==> src/rtl/stopwatch_ctrl.sv <==
// Pushbutton front end for the BCD stopwatch: synchronize, debounce, arbitrate
// press events and sequence the datapath control inputs through a mode FSM.
module stopwatch_ctrl #(
  parameter int unsigned DEBOUNCE_CYCLES = 250000,
  parameter int unsigned SETTLE_CYCLES   = 2
) (
  input  logic       clk_in,
  input  logic       RST,
  input  logic       BTN_START,
  input  logic       BTN_RESET,
  input  logic       BTN_REV,
  input  logic       BTN_ADD,
  input  logic       BTN_SUB,
  input  logic       BTN_FAST,
  input  logic       BTN_SLOW,
  input  logic       AT_LIMIT,
  output logic       START,
  output logic       REVERSE,
  output logic       RESET,
  output logic       ADD,
  output logic       SUBTRACT,
  output logic       SPEED_UP,
  output logic       SPEED_DOWN,
  output logic [2:0] STATE
);

  localparam int unsigned NB = 7;
  localparam int unsigned DW = (DEBOUNCE_CYCLES > 1) ? $clog2(DEBOUNCE_CYCLES) : 1;
  localparam int unsigned SW = (SETTLE_CYCLES > 1) ? $clog2(SETTLE_CYCLES) : 1;

  // Bit index doubles as priority: lower index wins.
  localparam int unsigned I_RESET = 0;
  localparam int unsigned I_REV   = 1;
  localparam int unsigned I_ADD   = 2;
  localparam int unsigned I_SUB   = 3;
  localparam int unsigned I_START = 4;
  localparam int unsigned I_FAST  = 5;
  localparam int unsigned I_SLOW  = 6;

  typedef enum logic [2:0] {
    ST_INIT    = 3'd0,
    ST_SETTLE  = 3'd1,
    ST_PAUSE   = 3'd2,
    ST_RUN     = 3'd3,
    ST_LIMIT   = 3'd4,
    ST_REVLOAD = 3'd5
  } state_t;

  logic [NB-1:0] raw, sync1, sync2, deb, deb_d, ev, win;
  logic [DW-1:0] db_cnt [NB];

  state_t        state, state_nxt;
  logic [SW-1:0] settle_cnt, settle_nxt;
  logic          start_nxt, reverse_nxt, reset_nxt, add_nxt, sub_nxt;
  logic          up_nxt, down_nxt;

  assign raw = {BTN_SLOW, BTN_FAST, BTN_START, BTN_SUB, BTN_ADD, BTN_REV, BTN_RESET};

  // Synchronizer and per-button disagreement counter.
  always_ff @(posedge clk_in or posedge RST) begin
    if (RST) begin
      sync1 <= '0;
      sync2 <= '0;
      deb   <= '0;
      deb_d <= '0;
      for (int unsigned i = 0; i < NB; i++) db_cnt[i] <= '0;
    end else begin
      sync1 <= raw;
      sync2 <= sync1;
      deb_d <= deb;
      for (int unsigned i = 0; i < NB; i++) begin
        if (sync2[i] == deb[i]) begin
          db_cnt[i] <= '0;
        end else if (db_cnt[i] == DW'(DEBOUNCE_CYCLES - 1)) begin
          deb[i]    <= sync2[i];
          db_cnt[i] <= '0;
        end else begin
          db_cnt[i] <= db_cnt[i] + DW'(1);
        end
      end
    end
  end

  // Rising edges only; isolating the lowest set bit picks the priority winner.
  assign ev  = deb & ~deb_d;
  assign win = ev & (~ev + NB'(1));

  always_ff @(posedge clk_in or posedge RST) begin
    if (RST) begin
      state      <= ST_INIT;
      settle_cnt <= '0;
      START      <= 1'b0;
      REVERSE    <= 1'b0;
      RESET      <= 1'b0;
      ADD        <= 1'b0;
      SUBTRACT   <= 1'b0;
      SPEED_UP   <= 1'b0;
      SPEED_DOWN <= 1'b0;
    end else begin
      state      <= state_nxt;
      settle_cnt <= settle_nxt;
      START      <= start_nxt;
      REVERSE    <= reverse_nxt;
      RESET      <= reset_nxt;
      ADD        <= add_nxt;
      SUBTRACT   <= sub_nxt;
      SPEED_UP   <= up_nxt;
      SPEED_DOWN <= down_nxt;
    end
  end

  always_comb begin
    state_nxt   = state;
    settle_nxt  = '0;
    reverse_nxt = REVERSE;
    reset_nxt   = 1'b0;
    add_nxt     = 1'b0;
    sub_nxt     = 1'b0;
    up_nxt      = SPEED_UP;
    down_nxt    = SPEED_DOWN;

    case (state)
      ST_INIT: begin
        reset_nxt = 1'b1;
        state_nxt = ST_SETTLE;
      end
      ST_SETTLE: begin
        if (settle_cnt == SW'(SETTLE_CYCLES - 1)) state_nxt = ST_PAUSE;
        else settle_nxt = settle_cnt + SW'(1);
      end
      ST_PAUSE: begin
        if (win[I_RESET]) begin
          reset_nxt = 1'b1;
          state_nxt = ST_SETTLE;
        end else if (win[I_REV]) begin
          reverse_nxt = ~REVERSE;
          state_nxt   = ST_REVLOAD;
        end else if (win[I_ADD]) begin
          add_nxt   = 1'b1;
          state_nxt = ST_SETTLE;
        end else if (win[I_SUB]) begin
          sub_nxt   = 1'b1;
          state_nxt = ST_SETTLE;
        end else if (win[I_START] && !AT_LIMIT) begin
          state_nxt = ST_RUN;
        end
      end
      ST_RUN: begin
        if (win[I_RESET]) begin
          reset_nxt = 1'b1;
          state_nxt = ST_SETTLE;
        end else if (AT_LIMIT) begin
          state_nxt = ST_LIMIT;
        end else if (win[I_START]) begin
          state_nxt = ST_PAUSE;
        end
      end
      ST_LIMIT: begin
        if (win[I_RESET]) begin
          reset_nxt = 1'b1;
          state_nxt = ST_SETTLE;
        end else if (win[I_REV]) begin
          reverse_nxt = ~REVERSE;
          state_nxt   = ST_REVLOAD;
        end else if (win[I_SUB]) begin
          sub_nxt   = 1'b1;
          state_nxt = ST_SETTLE;
        end
      end
      ST_REVLOAD: begin
        reset_nxt = 1'b1;
        state_nxt = ST_SETTLE;
      end
      default: state_nxt = ST_INIT;
    endcase

    // Speed level lives in the two outputs: neither set means NORMAL.
    if (state == ST_PAUSE || state == ST_RUN || state == ST_LIMIT) begin
      if (win[I_FAST]) begin
        if (SPEED_DOWN) down_nxt = 1'b0;
        else up_nxt = 1'b1;
      end else if (win[I_SLOW]) begin
        if (SPEED_UP) up_nxt = 1'b0;
        else down_nxt = 1'b1;
      end
    end

    start_nxt = (state_nxt == ST_RUN);
  end

  assign STATE = 3'(state);

endmodule
==> config.mk <==
export PLATFORM = sky130hd
export DESIGN_NAME = stopwatch_ctrl
export DESIGN_NICKNAME = d
export VERILOG_FILES = /design/src/rtl/stopwatch_ctrl.sv
export SDC_FILE = /design/constraint.sdc
export NUM_CORES = 1
export LEC_CHECK = 0
export CAP_MARGIN = 20
export CORE_ASPECT_RATIO = 1.1
export CORE_UTILIZATION = 24
export CTS_BUF_LIST = sky130_fd_sc_hd__clkbuf_8
export CTS_CLUSTER_DIAMETER = 80
export CTS_CLUSTER_SIZE = 30
export DETAILED_ROUTE_END_ITERATION = 12
export PLACE_DENSITY = 0.48
export SYNTH_ARGS = -nofsm -noshare
export SYNTH_HDL_FRONTEND = slang
export SYNTH_SLANG_ARGS = --single-unit
export TNS_END_PERCENT = 20
==> constraint.sdc <==
create_clock -name clk_in -period 6.78 [get_ports clk_in]
set_input_delay 1.356 -clock clk_in [delete_from_list [all_inputs] [get_ports clk_in]]
set_output_delay 1.356 -clock clk_in [all_outputs]
set_load 0.02 [all_outputs]
== Yosys cells after proc, flatten, opt, wreduce, memory -nomap -nowiden ==
Cells that the tools add are included.
Word-level totals
  logic and storage cells: 137
  flip-flop bits (word level): 165
  output and inout port bits: 10
  input port bits: 10
Operators by class
  add/sub/neg operators: 9
  reduce and logical (&&, ||, !) cells: 19
  bitwise operators: 13
  muxes and demuxes: 48
  equal/unequal tests: 22
Operators with widths (number)
  $mux 18: 14
  $add 18x1->18 const B: 7
  $eq 18x18->1 const B: 7
  $mux 3: 12
  $mux 1: 19
  $pmux 3 s5: 1
  $and 7x7->7: 2
  $not 7->7: 2
  $reduce_and 2->1: 7
  $eq 3x2->1 const B: 3
  $not 1->1: 9
  $reduce_and 3->1: 3
  $add 7x1->7 const B: 1
  $eq 1x1->1: 7
  $eq 3x3->1 const B: 2
  $pmux 1 s2: 2
  $reduce_or 2->1: 2
  $eq 3x1->1 const B: 1
  $logic_not 3->1: 1
  $reduce_or 3->1: 1
  $logic_or 1x1->1: 2
  $ne 2x1->1 const B: 1
  $ne 2x2->1 const B: 1
  $reduce_bool 2->1: 1
  3 further kinds: 3

== Depth between registers and ports, before layout ==
Gate-level depths: netlist of the first run.
  depth in word-level cells: 13
  depth in mapped cells: 6
  depth with buffers taken out: 5

== Worst setup path after synthesis of the first run ==
No wires, ideal clock.
  path type: input -> register
  start point: input AT_LIMIT
  end point: register START
  cell stages on the path: 3
  buffers on the path: 0
  data arrival time: 1.882 ns
  setup slack: 4.798 ns
  library setup time: 0.100 ns
  cell sequence: a211oi_1 -> o31ai_1 -> a311oi_1
Between the ends
  word-level cells in the longest chain between the ends: 9
RTL lines
  start: declaration: line 16  | input logic AT_LIMIT,
  $logic_not 1->1: line 144  | end else if (win[I_START] && !AT_LIMIT) begin
  $logic_and 1x1->1: line 144
  $mux 3: line 144
  $mux 3: line 141  | end else if (win[I_SUB]) begin
  $mux 3: line 138  | end else if (win[I_ADD]) begin
  $mux 3: line 135  | end else if (win[I_REV]) begin
  $mux 3: line 132  | if (win[I_RESET]) begin
  $pmux 3 s5 (*): line 122  | case (state)
  $eq 3x2->1 (*): line 188  | start_nxt = (state_nxt == ST_RUN);
  net start_nxt: line 54  | logic start_nxt, reverse_nxt, reset_nxt, add_nxt, sub_nxt;
  end signal: assignment: line 102  | START <= start_nxt;
  end: declaration: line 17  | output logic START,
The timed path passes the listed nets; every way through them passes the cells marked *.
A chain may end at the register's enable or synchronous reset.

== Worst setup path in the final report of the first run ==
  start point: register state[1] (netlist: STATE[1])
  end point: output STATE[1]
RTL lines
  start: declaration: line 52  | state_t state, state_nxt;
  start signal: assignment: line 100  | state <= state_nxt;
  end: declaration: line 24  | output logic [2:0] STATE
No word-level cell between the ends.

==> results.sh, run 1 <==
export IMPL_grt_start_max_net_pins=67
export IMPL_tritoncts_num_buffers=17
export IMPL_ff2ff_path_depth=4
export IMPL_crit_start="STATE[1]"
export IMPL_start_util_pct=24.61
export IMPL_syn_num_nets=779
export IMPL_chipHeight_um=191.2
export IMPL_synth_top_area_share_pct=52.87
export IMPL_max_freq_ghz=0.3265
export IMPL_tritoncts="yes"
export IMPL_power_density_nw_per_um2=194.2
export IMPL_cts_root_buf="clkbuf_8"
export IMPL_wl_per_cell_um=12.71
export IMPL_critical_path_class="reg -> out"
export IMPL_io_pins=20
export IMPL_dp_hpwl_mm=10.42
export IMPL_drtIter0Drc=264
export IMPL_die_x_um=174.0
export IMPL_max_slew_margin_rel_pct=32.05
export IMPL_path_depth=1
export IMPL_p_leak_nw=3.474
export IMPL_grt_use_total_pct=9.907
export IMPL_crit_path_end="STATE[1]"
export IMPL_portBuffers=19
export IMPL_insertion_delay_ns=0.46
export IMPL_core_area_um2=31740
export IMPL_clockBufferDepth=2
export IMPL_critPathArrivalTime_ns=1.71
export IMPL_fp_row_count=68
export IMPL_irDropWorstVdd_v=0.0001123
export IMPL_synthDistinctLibCells=50
export IMPL_stdcell_area_um2=8851
export IMPL_ant_nets=0
export IMPL_drive_gt1_share_pct=7.846
export IMPL_die_area_um2=33270
export IMPL_synth_top_cell_by_area="dfrtp_1"
export IMPL_htreeDepth=4
export IMPL_hold_path_class="reg -> reg"
export IMPL_rrSetupSlack_ns=4.49
export IMPL_worstReg2RegStart="db_cnt[90]"
export IMPL_async_flop_share_pct=100.0
export IMPL_postCtsHoldBufs=0
export IMPL_crit_path_start_kind="flop"
export IMPL_yosys_warnings=0
export IMPL_routed_wirelength_mm=15.56
export IMPL_yosysMostFrequentCell="dfrtp_1"
export IMPL_crit_required_ns=5.42
export IMPL_clk_pin_slew_ns=0.08
export IMPL_rsz0062_at_grt="false"
export IMPL_grt_first_pass_wirelength_mm=26.79
export IMPL_min_period_ns=3.063
export IMPL_hold_viol=0
export IMPL_ys_seq_area_share_pct=52.87
export IMPL_yosys_top_cells_area="dfrtp_1 (53%), xnor2_1 (6.6%), nor2_1 (5.7%)"
export IMPL_worst_pin_slew_ns=1.016
export IMPL_synth_ff_type="dfrtp_1"
export IMPL_crit_buf_inv=1
export IMPL_fin_crit_sh_pct=45.18
export IMPL_crit_chain="clkdlybuf4s50_1"
export IMPL_grt_antenna_before_repair=1
export IMPL_synth_edff_count=0
export IMPL_final_cell_count_no_fill=1224
export IMPL_post_cts_resized=0
export IMPL_slew_viol_final=0
export IMPL_post_place_cells=1191
export IMPL_syn_inst=762
export IMPL_critPathCaptureType="output port"
export IMPL_synthesis_area_um2=7810
export IMPL_maxCapViolations=0
export IMPL_postPlaceCellArea_um2=8497
export IMPL_num_vias=5578
export IMPL_fin_tns_setup_ns=0
export IMPL_setup_viol=0
export IMPL_synth_seq_cells=165
export IMPL_crit_family="buffers and inverters"
export IMPL_fin_nets=807
export IMPL_slowest_stage="clkdlybuf4s50_1"
export IMPL_vias_per_cell=4.557
export IMPL_total_power_mw=1.719
export IMPL_synth_common_cells="dfrtp_1 (165), nor2_1 (118), xnor2_1 (59)"
export IMPL_first_global_vias=5523
export IMPL_place_congestion=0.7695
export IMPL_cpPeakStageDelay_ns=0.74
export IMPL_cp_max_fo=11
export IMPL_dr_pass1_iters=4
export IMPL_skew_ns=0.01478
export IMPL_status="completed"
export IMPL_avgSynthCellArea_um2=10.25
export IMPL_post_cts_setup_buffers=0
export IMPL_timing_rr_end="db_cnt[93]"
export IMPL_grt_overflow=0
export IMPL_syn2layout_area_growth_pct=13.33
export IMPL_cts_sinks=165
export IMPL_drc=0
==> final cells by class <==
class                   count  area (µm²)
diodes                      1       2.502
clock buffers              18       247.7
clock inverters            14       103.9
fillers                  3309       22880
inverters                  19       76.32
multi-input cells         563        3538
flip-flops and latches    165        4129
well taps                 420       525.5
repair buffers             24       227.7
==> power breakdown <==
part	leakage (nW)	internal [mW]	switching [mW]	total (mW)
combinational	1.05	0.0199	0.0420	0.0619
sequential	2.25	0.997	0.0131	1.01
clock	0.175	0.265	0.382	0.647
==> flip-flops by register name, summed over array words and instances (netlist names), 3 cells and up <==
register	count
deb	7
STATE	3
sync1	7
db_cnt	126
deb_d	7
sync2	7
==> per-stage QoR <==
stage	setup WS, ns	utilization, %	hold slack (ns)
after floorplan	0.9623	-	0.3312
after global placement	3.728	26.77	0.3332
after detailed placement	3.704	26.77	0.3358
after CTS	3.679	27.88	0.3565
after global routing	3.620	27.88	0.3691
final	3.717	27.89	0.3539
==> kinds of logic (layout without fill, tap and decap cells) <==
family / count (synthesis) / after routing / share of synthesized area, %
xor gates and xnor gates: 96 / 96 / 10.77
AOI/OAI and AO/OA: 71 / 71 / 6.953
muxes: 7 / 7 / 1.009
buffers and inverters: 34 / 75 / 1.826
other: 0 / 1 / 0
adders and majority gates: 7 / 7 / 1.121
DFF: 165 / 165 / 52.87
and+or+nand+nor: 382 / 382 / 25.46
==> routing by layer <==
| metal | GRT usage (%) | part of all wire [%] |
|---|---|---|
| met5 | 0 | 0 |
| met2 | 16.52 | 47 |
| met1 | 12.55 | 49 |
| met3 | 2.327 | 2.5 |
| met4 | 3.340 | 1.3 |
==> worst min path at each step <==
stage                to  slack, ns  startpoint  cells after the start
6_report       sync2[6]       0.35    sync1[6]                      0
5_1_grt        sync2[5]       0.37    sync1[5]                      0
4_1_cts        sync2[6]       0.36    sync1[6]                      0
3_5_place_dp   sync2[6]       0.34    sync1[6]                      0
3_3_place_gp   sync2[6]       0.33    sync1[6]                      0
2_1_floorplan  sync2[0]       0.33    sync1[0]                      0
==> cell usage in the layout, fill, tap and decap left out, types with 11 or more instances in the layout <==
cell | synthesis | layout
a21oi_1 | 24 | 24
clkbuf_8 | 0 | 18
clkdlybuf4s50_1 | 0 | 19
dfrtp_1 | 165 | 165
inv_1 | 19 | 18
nand2_1 | 48 | 48
nand3_1 | 52 | 52
nand4_1 | 29 | 29
nor2_1 | 118 | 118
nor3_1 | 22 | 22
nor4_1 | 34 | 34
o21ai_0 | 15 | 15
o31ai_1 | 11 | 11
or3_1 | 11 | 11
or4_1 | 12 | 12
xnor2_1 | 59 | 59
xor2_1 | 37 | 37
Note: power is estimated with default switching activity, not from simulation.
==> inputs of run 2 (changes only) <==
- clock period: 6.78 -> 3.1 ns (I/O delays scaled with it)
==> results.sh, run 2 (synthesis gave the netlist of run 1 again) <==
export IMPL_drtIter0Drc=336
export IMPL_start_util_pct=24.61
export IMPL_grt_antenna_before_repair=1
export IMPL_critPathArrivalTime_ns=1.76
export IMPL_skew_ns=0.01601
export IMPL_post_cts_resized=0
export IMPL_ant_nets=0
export IMPL_fin_nets=812
export IMPL_critPathCaptureType="output port"
export IMPL_post_cts_setup_buffers=0
export IMPL_drive_gt1_share_pct=8.416
export IMPL_pre_cts_ws_ns=0.9544
export IMPL_layout_commonest_cell="dfrtp_1"
export IMPL_crit_path_start_kind="flop"
export IMPL_grt_first_pass_wirelength_mm=27.43
export IMPL_power_density_nw_per_um2=435.2
export IMPL_crit_buf_inv=1
export IMPL_io_pins=20
export IMPL_fin_crit_sh_pct=76.74
export IMPL_clk_pin_slew_ns=0.09
export IMPL_crit_required_ns=2.48
export IMPL_irDropWorstVdd_v=0.0001694
export IMPL_cts_root_buf="clkbuf_8"
export IMPL_status="completed"
export IMPL_maxCapViolations=0
export IMPL_insertion_delay_ns=0.47
export IMPL_first_global_vias=5574
export IMPL_clockBufferDepth=2
export IMPL_num_vias=5557
export IMPL_largest_reg_flops=126
export IMPL_syn2layout_area_growth_pct=14.51
export IMPL_tritoncts="yes"
export IMPL_dr_pass1_iters=4
export IMPL_cpPeakStageDelay_ns=0.75
export IMPL_grt_start_max_net_pins=80
export IMPL_setup_viol=0
export IMPL_die_x_um=174.0
export IMPL_cp_max_fo=11
export IMPL_stdcell_area_um2=8944
export IMPL_grt_use_total_pct=10.14
export IMPL_drc=0
export IMPL_postCtsHoldBufs=0
export IMPL_grt_overflow=0
export IMPL_routed_wirelength_mm=15.54
export IMPL_fin_util_pct=28.18
export IMPL_slowest_stage="clkdlybuf4s50_1"
export IMPL_htreeDepth=4
export IMPL_regMostFlops="db_cnt"
export IMPL_cts_sinks=165
export IMPL_core_area_um2=31740
export IMPL_max_slew_margin_rel_pct=59.73
export IMPL_crit_chain="clkdlybuf4s50_1"
export IMPL_min_period_ns=2.379
export IMPL_fp_row_count=68
export IMPL_portBuffers=19
export IMPL_vias_per_cell=4.522
export IMPL_fin_tns_setup_ns=0
export IMPL_seqCellArea_um2=4129
export IMPL_crit_family="buffers and inverters"
export IMPL_p_leak_nw=3.522
export IMPL_rsz0062_at_grt="false"
export IMPL_chipHeight_um=191.2
export IMPL_postPlaceCellArea_um2=8558
export IMPL_slew_viol_final=0
export IMPL_max_freq_ghz=0.4204
export IMPL_hold_viol=0
export IMPL_die_area_um2=33270
export IMPL_final_cell_mix="dfrtp_1 (165), nor2_1 (118), xnor2_1 (59)"
export IMPL_wl_per_cell_um=12.64
export IMPL_tritoncts_num_buffers=17
export IMPL_fillers=3327
export IMPL_place_congestion=0.7639
export IMPL_multi_input_area_um2=3538
export IMPL_hold_path_class="reg -> reg"
export IMPL_dp_hpwl_mm=10.53
export IMPL_whs_ns=0.3460
export IMPL_layout_setup_ws_ns=0.7211
export IMPL_critical_path_class="reg -> out"
export IMPL_worst_pin_slew_ns=0.6020
-- run 2: area by class of cell --
| cell class | instances | share of cell area, % |
|---|---|---|
| diodes | 1 | 0.02798 |
| clock buffers | 17 | 2.616 |
| clock inverters | 15 | 1.665 |
| inverters | 19 | 0.8394 |
| multi-input cells | 563 | 39.56 |
| flip-flops and latches | 165 | 46.17 |
| well taps | 420 | 5.876 |
| repair buffers | 29 | 3.246 |
-- run 2: final timing paths --
check                       startpoint     endpoint  slack (ns)  depth (start not counted)
min in group asynchronous          RST   db_cnt[75]        0.45                          2
max reg2reg                db_cnt[112]  db_cnt[118]        0.97                          4
max in group asynchronous          RST   db_cnt[59]        1.94                          3
min                           sync1[3]     sync2[3]        0.35                          0
max                           STATE[1]     STATE[1]        0.72                          1
min reg2reg                   sync1[3]     sync2[3]        0.35                          0
-- run 2: per-stage QoR --
| stage | power, mW | cells |
|---|---|---|
| after floorplan | 2.346 | 762 |
| after global placement | 2.403 | 1196 |
| after detailed placement | 2.404 | 1196 |
| after global routing | 4.093 | 1228 |
| after CTS | 3.986 | 1228 |
| final | 3.892 | 1229 |
-- run 2: layer usage --
layer  vias to the layer above  GRT usage [%]  wire, µm
met5                         -              0         0
met4                         0          3.340       175
met3                        12          3.202       527
met2                        50          16.03      7082
met1                      2715          13.07      7752
li1                       2780              -         -
-- run 2: worst reg2reg max path: cells and delay by family, from the launching register on --
family	cells	cell delay, ns
compound gates	1	0.42
flops	1	0.45
simple gates	3	1.13
-- run 2: power breakdown --
group | internal (mW) | switching (mW) | total, mW
clock network | 0.656 | 0.882 | 1.54
logic | 0.0509 | 0.0929 | 0.144
registers | 2.18 | 0.0290 | 2.21
==> inputs of run 3 (changes only) <==
- clock period: 3.1 -> 2.4 ns (I/O delays scaled with it)
==> results.sh, run 3 (synthesis gave the netlist of run 1 again) <==
export IMPL_largest_reg_flops=126
export IMPL_slowest_stage="clkdlybuf4s50_1"
export IMPL_place_congestion=0.7976
export IMPL_clockBufferDepth=2
export IMPL_p_sw_mw=1.298
export IMPL_htreeDepth=4
export IMPL_grt_start_max_net_pins=53
export IMPL_p_sw_share_pct=26.32
export IMPL_post_cts_setup_buffers=0
export IMPL_hp_start="sync1[2]"
export IMPL_top_usage_layer="met2"
export IMPL_wl_per_cell_um=12.48
export IMPL_grt_overflow=0
export IMPL_maxCapViolations=0
export IMPL_chipHeight_um=191.2
export IMPL_final_cell_mix="dfrtp_1 (165), nor2_1 (118), xnor2_1 (59)"
export IMPL_cp_max_fo=11
export IMPL_final_cell_count_no_fill=1246
export IMPL_dp_hpwl_mm=10.82
export IMPL_vias_per_cell=4.507
export IMPL_num_vias=5616
export IMPL_core_area_um2=31740
export IMPL_crit_family="buffers and inverters"
export IMPL_critPathCaptureType="output port"
export IMPL_grt_first_pass_wirelength_mm=27.45
export IMPL_fin_nets=829
export IMPL_die_area_um2=33270
export IMPL_cpPeakStageDelay_ns=0.73
export IMPL_globalRouteMet2Util_pct=16.15
export IMPL_max_freq_ghz=0.4542
export IMPL_ff2ff_path_depth=4
export IMPL_min_period_ns=2.202
export IMPL_timing_rr_end="deb[0]"
export IMPL_fillers=3282
export IMPL_drive_gt1_share_pct=10.30
export IMPL_die_x_um=174.0
export IMPL_setup_viol=0
export IMPL_worst_pin_slew_ns=0.5900
export IMPL_max_slew_margin_rel_pct=60.59
export IMPL_layout_commonest_cell="dfrtp_1"
export IMPL_portBuffers=19
export IMPL_p_leak_nw=3.576
export IMPL_seqPwrFrac_pct=57.9
export IMPL_crit_start="STATE[1]"
export IMPL_combinationalPowerShare_pct=4.1
export IMPL_critPathArrivalTime_ns=1.72
export IMPL_regMostFlops="db_cnt"
export IMPL_io_pins=20
export IMPL_clk_pin_slew_ns=0.10
export IMPL_first_global_vias=5580
export IMPL_met1_usage_pct=13.27
export IMPL_crit_buf_inv=1
export IMPL_dr_pass1_iters=5
export IMPL_p_int_mw=3.633
export IMPL_fp_row_count=68
export IMPL_worstReg2RegStart="db_cnt[112]"
export IMPL_fin_util_pct=28.55
export IMPL_grt_use_total_pct=10.13
export IMPL_hold_path_class="reg -> reg"
export IMPL_critical_path_class="reg -> out"
export IMPL_slew_viol_final=0
export IMPL_grtUsageMet3_pct=3.123
export IMPL_p_clk_share_pct=38.0
export IMPL_crit_chain="clkdlybuf4s50_1"
export IMPL_grt_antenna_before_repair=1
export IMPL_drtIter0Drc=289
export IMPL_syn2layout_area_growth_pct=16.00
export IMPL_postCtsHoldBufs=0
export IMPL_insertion_delay_ns=0.46
export IMPL_post_place_cells=1213
export IMPL_path_depth=1
export IMPL_power_density_nw_per_um2=544.2
export IMPL_stdcell_area_um2=9060
export IMPL_crit_path_start_kind="flop"
export IMPL_status="completed"
export IMPL_rsz0062_at_grt="false"
export IMPL_tritoncts_num_buffers=17
export IMPL_post_cts_resized=0
export IMPL_skew_ns=0.01423
export IMPL_fin_crit_sh_pct=91.74
export IMPL_routed_wirelength_mm=15.55
export IMPL_crit_required_ns=1.92
export IMPL_cts_sinks=165
export IMPL_irDropWorstVdd_v=0.0003327
export IMPL_whs_path_depth=0
export IMPL_multi_input_area_um2=3538
export IMPL_hold_viol=0
export IMPL_start_util_pct=24.61
export IMPL_postPlaceCellArea_um2=8698
export IMPL_tritoncts="yes"
export IMPL_seqCellArea_um2=4129
export IMPL_drc=0
export IMPL_rrSetupSlack_ns=0.35
export IMPL_min_to="sync2[2]"
export IMPL_cts_root_buf="clkbuf_8"
export IMPL_ant_nets=0
-- run 3: cell count changes in the layout (fill, tap and decap cells not counted) --
cell / before / now
buf_12: 2 / 3
buf_4: 8 / 24
bufinv_16: 1 / 0
clkinv_2: 2 / 3
clkinv_4: 6 / 0
clkinv_8: 0 / 1
clkinvlp_4: 2 / 7
-- run 3: worst max-delay path by stage --
| stage | slack, ns | end |
|---|---|---|
| final | 0.20 | STATE[1] |
| after global routing | 0.09 | STATE[1] |
| after CTS | 0.15 | STATE[1] |
| after detailed placement | 0.35 | deb[0] |
| after global placement | 0.36 | deb[0] |
| after floorplan | -0.18 | ADD |
-- run 3: stage by stage --
stage | power, mW | setup TNS, ns | hold WS (ns) | setup slack (ns)
global placement | 3.120 | 0 | 0.3332 | 0.3579
detailed placement | 3.121 | 0 | 0.3403 | 0.3531
floorplan | 3.030 | -29.50 | 0.3312 | -0.1788
global route | 5.195 | 0 | 0.3705 | 0.09205
finish | 4.930 | 0 | 0.3612 | 0.1983
CTS | 5.045 | 0 | 0.3640 | 0.1484
-- run 3: per-layer routing --
metal | up-vias | part of all wire [%] | wire length [µm]
met5 | - | 0 | 0
met4 | 0 | 0.95 | 148
met3 | 11 | 4.1 | 643
met2 | 54 | 46 | 7190
met1 | 2727 | 49 | 7565
li1 | 2824 | - | -
-- run 3: power by group through the flow --
stage	clock (mW)	sequential (mW)	combinational, mW
4_1_cts	1.98	2.86	0.211
5_1_grt	2.10	2.86	0.236
3_3_place_gp	0	2.91	0.211
3_5_place_dp	0	2.91	0.210
6_report	1.88	2.85	0.201
2_1_floorplan	0	2.90	0.127
-- run 3: final cells by class --
type                       instances  area share [%]
sequential                       165           45.57
multi-input combinational        563           39.06
tap                              420           5.800
timing repair buffer              46           4.751
clock buffer                      17           2.583
clock inverter                    15           1.381
inverter                          19          0.8286
antenna                            1         0.02762
